### config.mk
export PLATFORM = sky130hd
export DESIGN_NAME = eight_bit_serial_subtractor
export DESIGN_NICKNAME = d
export VERILOG_FILES = /design/src/rtl/eight_bit_serial_subtractor.sv
export SDC_FILE = /design/constraint.sdc
export NUM_CORES = 1
export LEC_CHECK = 0
export BUFFER_PORTS_ARGS = -buffer_cell sky130_fd_sc_hd__buf_2
export CAP_MARGIN = 20
export CORE_MARGIN = 2
export CORE_UTILIZATION = 28
export DETAILED_ROUTE_END_ITERATION = 6
export PLACE_DENSITY = 0.51
export SYNTH_ARGS = -nofsm -noshare
export SYNTH_HDL_FRONTEND = slang
export SYNTH_SLANG_ARGS = --single-unit
export TNS_END_PERCENT = 20
### constraint.sdc
create_clock -name clk -period 4 [get_ports clk]
set_input_delay 0.8 -clock clk [delete_from_list [all_inputs] [get_ports clk]]
set_output_delay 0.8 -clock clk [all_outputs]
set_load 0.05 [all_outputs]
### src/rtl/eight_bit_serial_subtractor.sv
`timescale 1ns/1ps
`default_nettype none
// ============================================================================
// Module   : eight_bit_serial_subtractor
// Purpose  : Bit-serial a - b - bin, one bit per clock LSB first, with a
//            start/busy/done handshake. Define SUB_OVF_EN to add the ovf port.
// Revision : 1.0
// ============================================================================
module eight_bit_serial_subtractor #(
  parameter int WIDTH = 8
) (
  input  logic             clk,
  input  logic             reset,
  input  logic             start,
  input  logic [WIDTH-1:0] a,
  input  logic [WIDTH-1:0] b,
  input  logic             bin,
  output logic [WIDTH-1:0] diff,
  output logic             bout,
  output logic             busy,
  output logic             done
`ifdef SUB_OVF_EN
  ,
  output logic             ovf
`endif
);

  localparam int CW = $clog2(WIDTH + 1);
  localparam logic [CW-1:0] LAST_BIT = CW'(WIDTH - 1);

  typedef enum logic [1:0] {
    IDLE  = 2'd0,
    SHIFT = 2'd1,
    DONE  = 2'd2
  } state_t;

  state_t state, state_next;

  logic [WIDTH-1:0] a_sr, b_sr, res_sr, res_next;
  logic             br, br_next, d_bit;
  logic [CW-1:0]    count;
  logic             load, step, last;

  always_ff @(posedge clk or posedge reset) begin
    if (reset) state <= IDLE;
    else       state <= state_next;
  end

  always_comb begin
    state_next = state;
    load       = 1'b0;
    step       = 1'b0;
    last       = 1'b0;
    case (state)
      IDLE: begin
        if (start) begin
          load       = 1'b1;
          state_next = SHIFT;
        end
      end
      SHIFT: begin
        step = 1'b1;
        if (count == LAST_BIT) begin
          last       = 1'b1;
          state_next = DONE;
        end
      end
      DONE: begin
        // A start seen while done is high chains the next operation directly.
        if (start) begin
          load       = 1'b1;
          state_next = SHIFT;
        end else begin
          state_next = IDLE;
        end
      end
      default: state_next = IDLE;
    endcase
  end

  // Single full-subtractor cell on bit 0 of the operand shift registers.
  assign d_bit    = a_sr[0] ^ b_sr[0] ^ br;
  assign br_next  = (~a_sr[0] & b_sr[0]) | (~(a_sr[0] ^ b_sr[0]) & br);
  assign res_next = {d_bit, res_sr[WIDTH-1:1]};

  always_ff @(posedge clk or posedge reset) begin
    if (reset) begin
      a_sr   <= '0;
      b_sr   <= '0;
      res_sr <= '0;
      br     <= 1'b0;
      count  <= '0;
      diff   <= '0;
      bout   <= 1'b0;
      busy   <= 1'b0;
      done   <= 1'b0;
    end else if (load) begin
      a_sr   <= a;
      b_sr   <= b;
      res_sr <= '0;
      br     <= bin;
      count  <= '0;
      busy   <= 1'b1;
      done   <= 1'b0;
    end else if (step) begin
      a_sr   <= a_sr >> 1;
      b_sr   <= b_sr >> 1;
      res_sr <= res_next;
      br     <= br_next;
      count  <= count + CW'(1);
      if (last) begin
        diff <= res_next;
        bout <= br_next;
        busy <= 1'b0;
        done <= 1'b1;
      end
    end else begin
      done <= 1'b0;
    end
  end

`ifdef SUB_OVF_EN
  // On the MSB step, br is the borrow into the MSB and br_next the borrow out.
  always_ff @(posedge clk or posedge reset) begin
    if (reset)     ovf <= 1'b0;
    else if (last) ovf <= br ^ br_next;
  end
`endif

endmodule

`default_nettype wire

==> reports/qor.yml <==
global_route:
  grt_pass1_vias: 1154
  antenna_found_initial: 0
  grt.total_usage_pct: 11.4
  grt_pass1_wl_mm: 5.71
  grt_max_degree: 42
  globalRouteOverflowTotal: 0
floorplan:
  fp-row-count: 28
  core_sq_um: 5920
  io-pin-count: 31
  start_util_pct: 29.1
  die_w_um: 82.4
  die_y_um: 82.4
  die_area_sq_um: 6790
yosys:
  ys_types: 25
  synth_top_area_cell: "dfrtp_1"
  ys_seq_area_share_pct: 59.6
  yosys_warnings: 0
  synth-seq-cells: 41
  netlist_area_sq_um: 1720
  syn_nets: 162
  synth.avg_cell_area_sq_um: 12.3
  synth.area.top_cells: "dfrtp_1 60%, a22oi_1 5.7%, a22o_1 5.6%"
  yosys.area.top_type_share_pct: 59.6
  synthCells: 140
timing:
  hold_viol: 0
  fmax_mhz: 480
  clock_skew_ns: 0.00636
  setup_ws_ns: 1.91
  finalSetupTns_ns: 0
  maxSlewHeadroom_pct: 38.5
  fin_hold_ws_ns: 0.496
  fin_crit_sh_pct: 52.1
  timing.final.crit_period_ns: 2.09
  setup-violations-final: 0
  rsz0062_at_grt: "false"
  maxSlewViolCount: 0
  tightest_slew_ns: 0.923
setup_path:
  required_ns: 4.17
  worstPathArrival_ns: 2.26
  crit_type: "flop to flop"
  crit_fanout: 17
  critPathCaptureType: "flop"
  startpoint_type: "flop"
placed_design:
  dp.cells: 236
  place.port_buffers: 30
  detailed_place_hpwl_mm: 2.37
  dpl-instance-area_sq_um: 1920
  pre_cts_slack_ns: 1.91
  gp_congestion: 0.808
power:
  p_int_mw: 0.987
  combPwrFrac_pct: 43.2
  power_mw: 1.68
  pwr-share-seq_pct: 42.3
  p_clk_share_pct: 14.6
  max-vdd-ir-drop_mv: 0.362
  swShare_pct: 41.4
  p_switching_mw: 0.697
  static-leakage-power_nw: 0.983
  power_density_nw_per_um2: 847
detailed_routing:
  viasPerCell: 4.82
  drtIter0Drc: 55
  route.antenna.remaining_nets: 0
  drtPass1Iterations: 4
  wl_per_cell_um: 14.1
  via_count: 1167
  wirelength_mm: 3.42
  drc: 0
layout:
  fin_util_pct: 33.6
  synthToLayoutAreaGrowth_pct: 15.6
  drive_gt1_share_pct: 28.1
  fillerInstances: 608
  antenna_cells: 0
  finalInstanceArea_sq_um: 1990
  nNetsFinal: 190
  stdcell_count: 242
outcome:
  status: "completed"
flow_run:
  drv_cap: 0
cts:
  h-tree-depth: 2
  post_cts_resized: 0
  clk_pin_slew_worst_paths_ns: 0.07
  cts_root_buffer: "clkbuf_8"
  ctsHoldBuffers: 0
  post_cts_buffers: 0
  cts_sinks: 41
  cts_buffer_depth: 2
  cts_made_buffers: 5
  cts_tree: "yes"
  clk_latency_ns: 0.29
min_path:
  min_path_type: "flop to flop"
-- cell families (layout without fill, tap and decap cells) --
| family | after synthesis | after routing | share of synthesized area, % |
|---|---|---|---|
| AOI/OAI and AO/OA | 29 | 29 | 13.5 |
| xor gates and xnor gates | 1 | 1 | 0.509 |
| adders and majority gates | 2 | 2 | 1.89 |
| buffers and inverters | 16 | 43 | 4.80 |
| DFF | 41 | 41 | 59.6 |
| muxes | 11 | 11 | 8.29 |
| and+or+nand+nor | 40 | 40 | 11.4 |
-- worst paths after layout --
check                         start  cells past startpoint  endpoint  slack [ns]
max in group asynchronous     reset                      3  count[2]        3.01
min reg2reg                    done                      1      done        0.50
min                            done                      1      done        0.50
max reg2reg                state[1]                      3   diff[2]        1.91
max                        state[1]                      3   diff[2]        1.91
min in group asynchronous     reset                      3   diff[6]        0.62
-- cell usage in the layout (no fill, tap or decap) --
| master | synthesis | layout |
|---|---|---|
| clkinv_2 | 0 | 1 |
| nand2b_1 | 2 | 2 |
| o21a_1 | 1 | 1 |
| o21ai_0 | 2 | 2 |
| nor3_1 | 1 | 1 |
| and2b_1 | 1 | 1 |
| buf_4 | 0 | 2 |
| buf_2 | 6 | 30 |
| nor2b_1 | 2 | 2 |
| nand4_1 | 1 | 1 |
| dfrtp_1 | 41 | 41 |
| inv_1 | 5 | 5 |
| nand3_1 | 13 | 13 |
| mux2i_1 | 3 | 3 |
| xnor2_1 | 1 | 1 |
| nand2_1 | 15 | 15 |
| mux2_2 | 2 | 2 |
| a22o_1 | 11 | 11 |
| clkbuf_8 | 0 | 5 |
| ha_1 | 1 | 1 |
| a221o_1 | 2 | 2 |
| nor2_1 | 4 | 4 |
| mux2_4 | 6 | 6 |
| a22oi_1 | 13 | 13 |
| fa_1 | 1 | 1 |
| nor3_4 | 1 | 1 |
-- Yosys cell counts (all sizes together) --
cell type	number
nand2b	2
o21ai	2
inv	5
ha	1
nor2	4
nor2b	2
a221o	2
a22o	11
a22oi	13
nand3	13
clkbuf	3
nor3	2
o21a	1
mux2	8
buf	8
mux2i	3
xnor2	1
fa	1
nand2	15
nand4	1
and2b	1
dfrtp	41
-- state kept, by name, summed over array words and instances, names as in the netlist --
register / flops
res_sr: 7
br: 1
state: 2
bout: 1
count: 4
done: 1
busy: 1
b_sr: 8
diff: 8
a_sr: 8
-- metal layers --
layer / track usage, % / vias up / wire, um
met5: 0 / - / 0
met4: 4.50 / 0 / 46
met3: 3.59 / 7 / 154
met2: 17.0 / 31 / 1590
met1: 15.4 / 576 / 1630
li1: - / 553 / -
-- cell type report --
type | instances | area, sq um | area share (%)
Clock buffer | 5 | 68.8 | 3.46
Clock inverter | 1 | 5.00 | 0.252
Inverter | 5 | 18.8 | 0.943
Multi-Input combinational cell | 83 | 612 | 30.8
Sequential cell | 41 | 1030 | 51.6
Tap cell | 75 | 93.8 | 4.72
Timing Repair Buffer | 32 | 165 | 8.30
-- worst max-delay path: stages, from the launching register on --
cell and delay, ns:
dfrtp_1 0.37, nand2b_1 0.49, nor3_4 0.70, mux2_2 0.40
-- power groups by stage --
stage / Combinational [mW] / Clock, mW / Sequential (mW)
after floorplan: 0.447 / 0 / 0.862
after global placement: 0.718 / 0 / 0.714
after global routing: 0.801 / 0.274 / 0.739
final: 0.727 / 0.246 / 0.712
after detailed placement: 0.733 / 0 / 0.723
after CTS: 0.735 / 0.257 / 0.716
(Power assumes the default switching activity.)
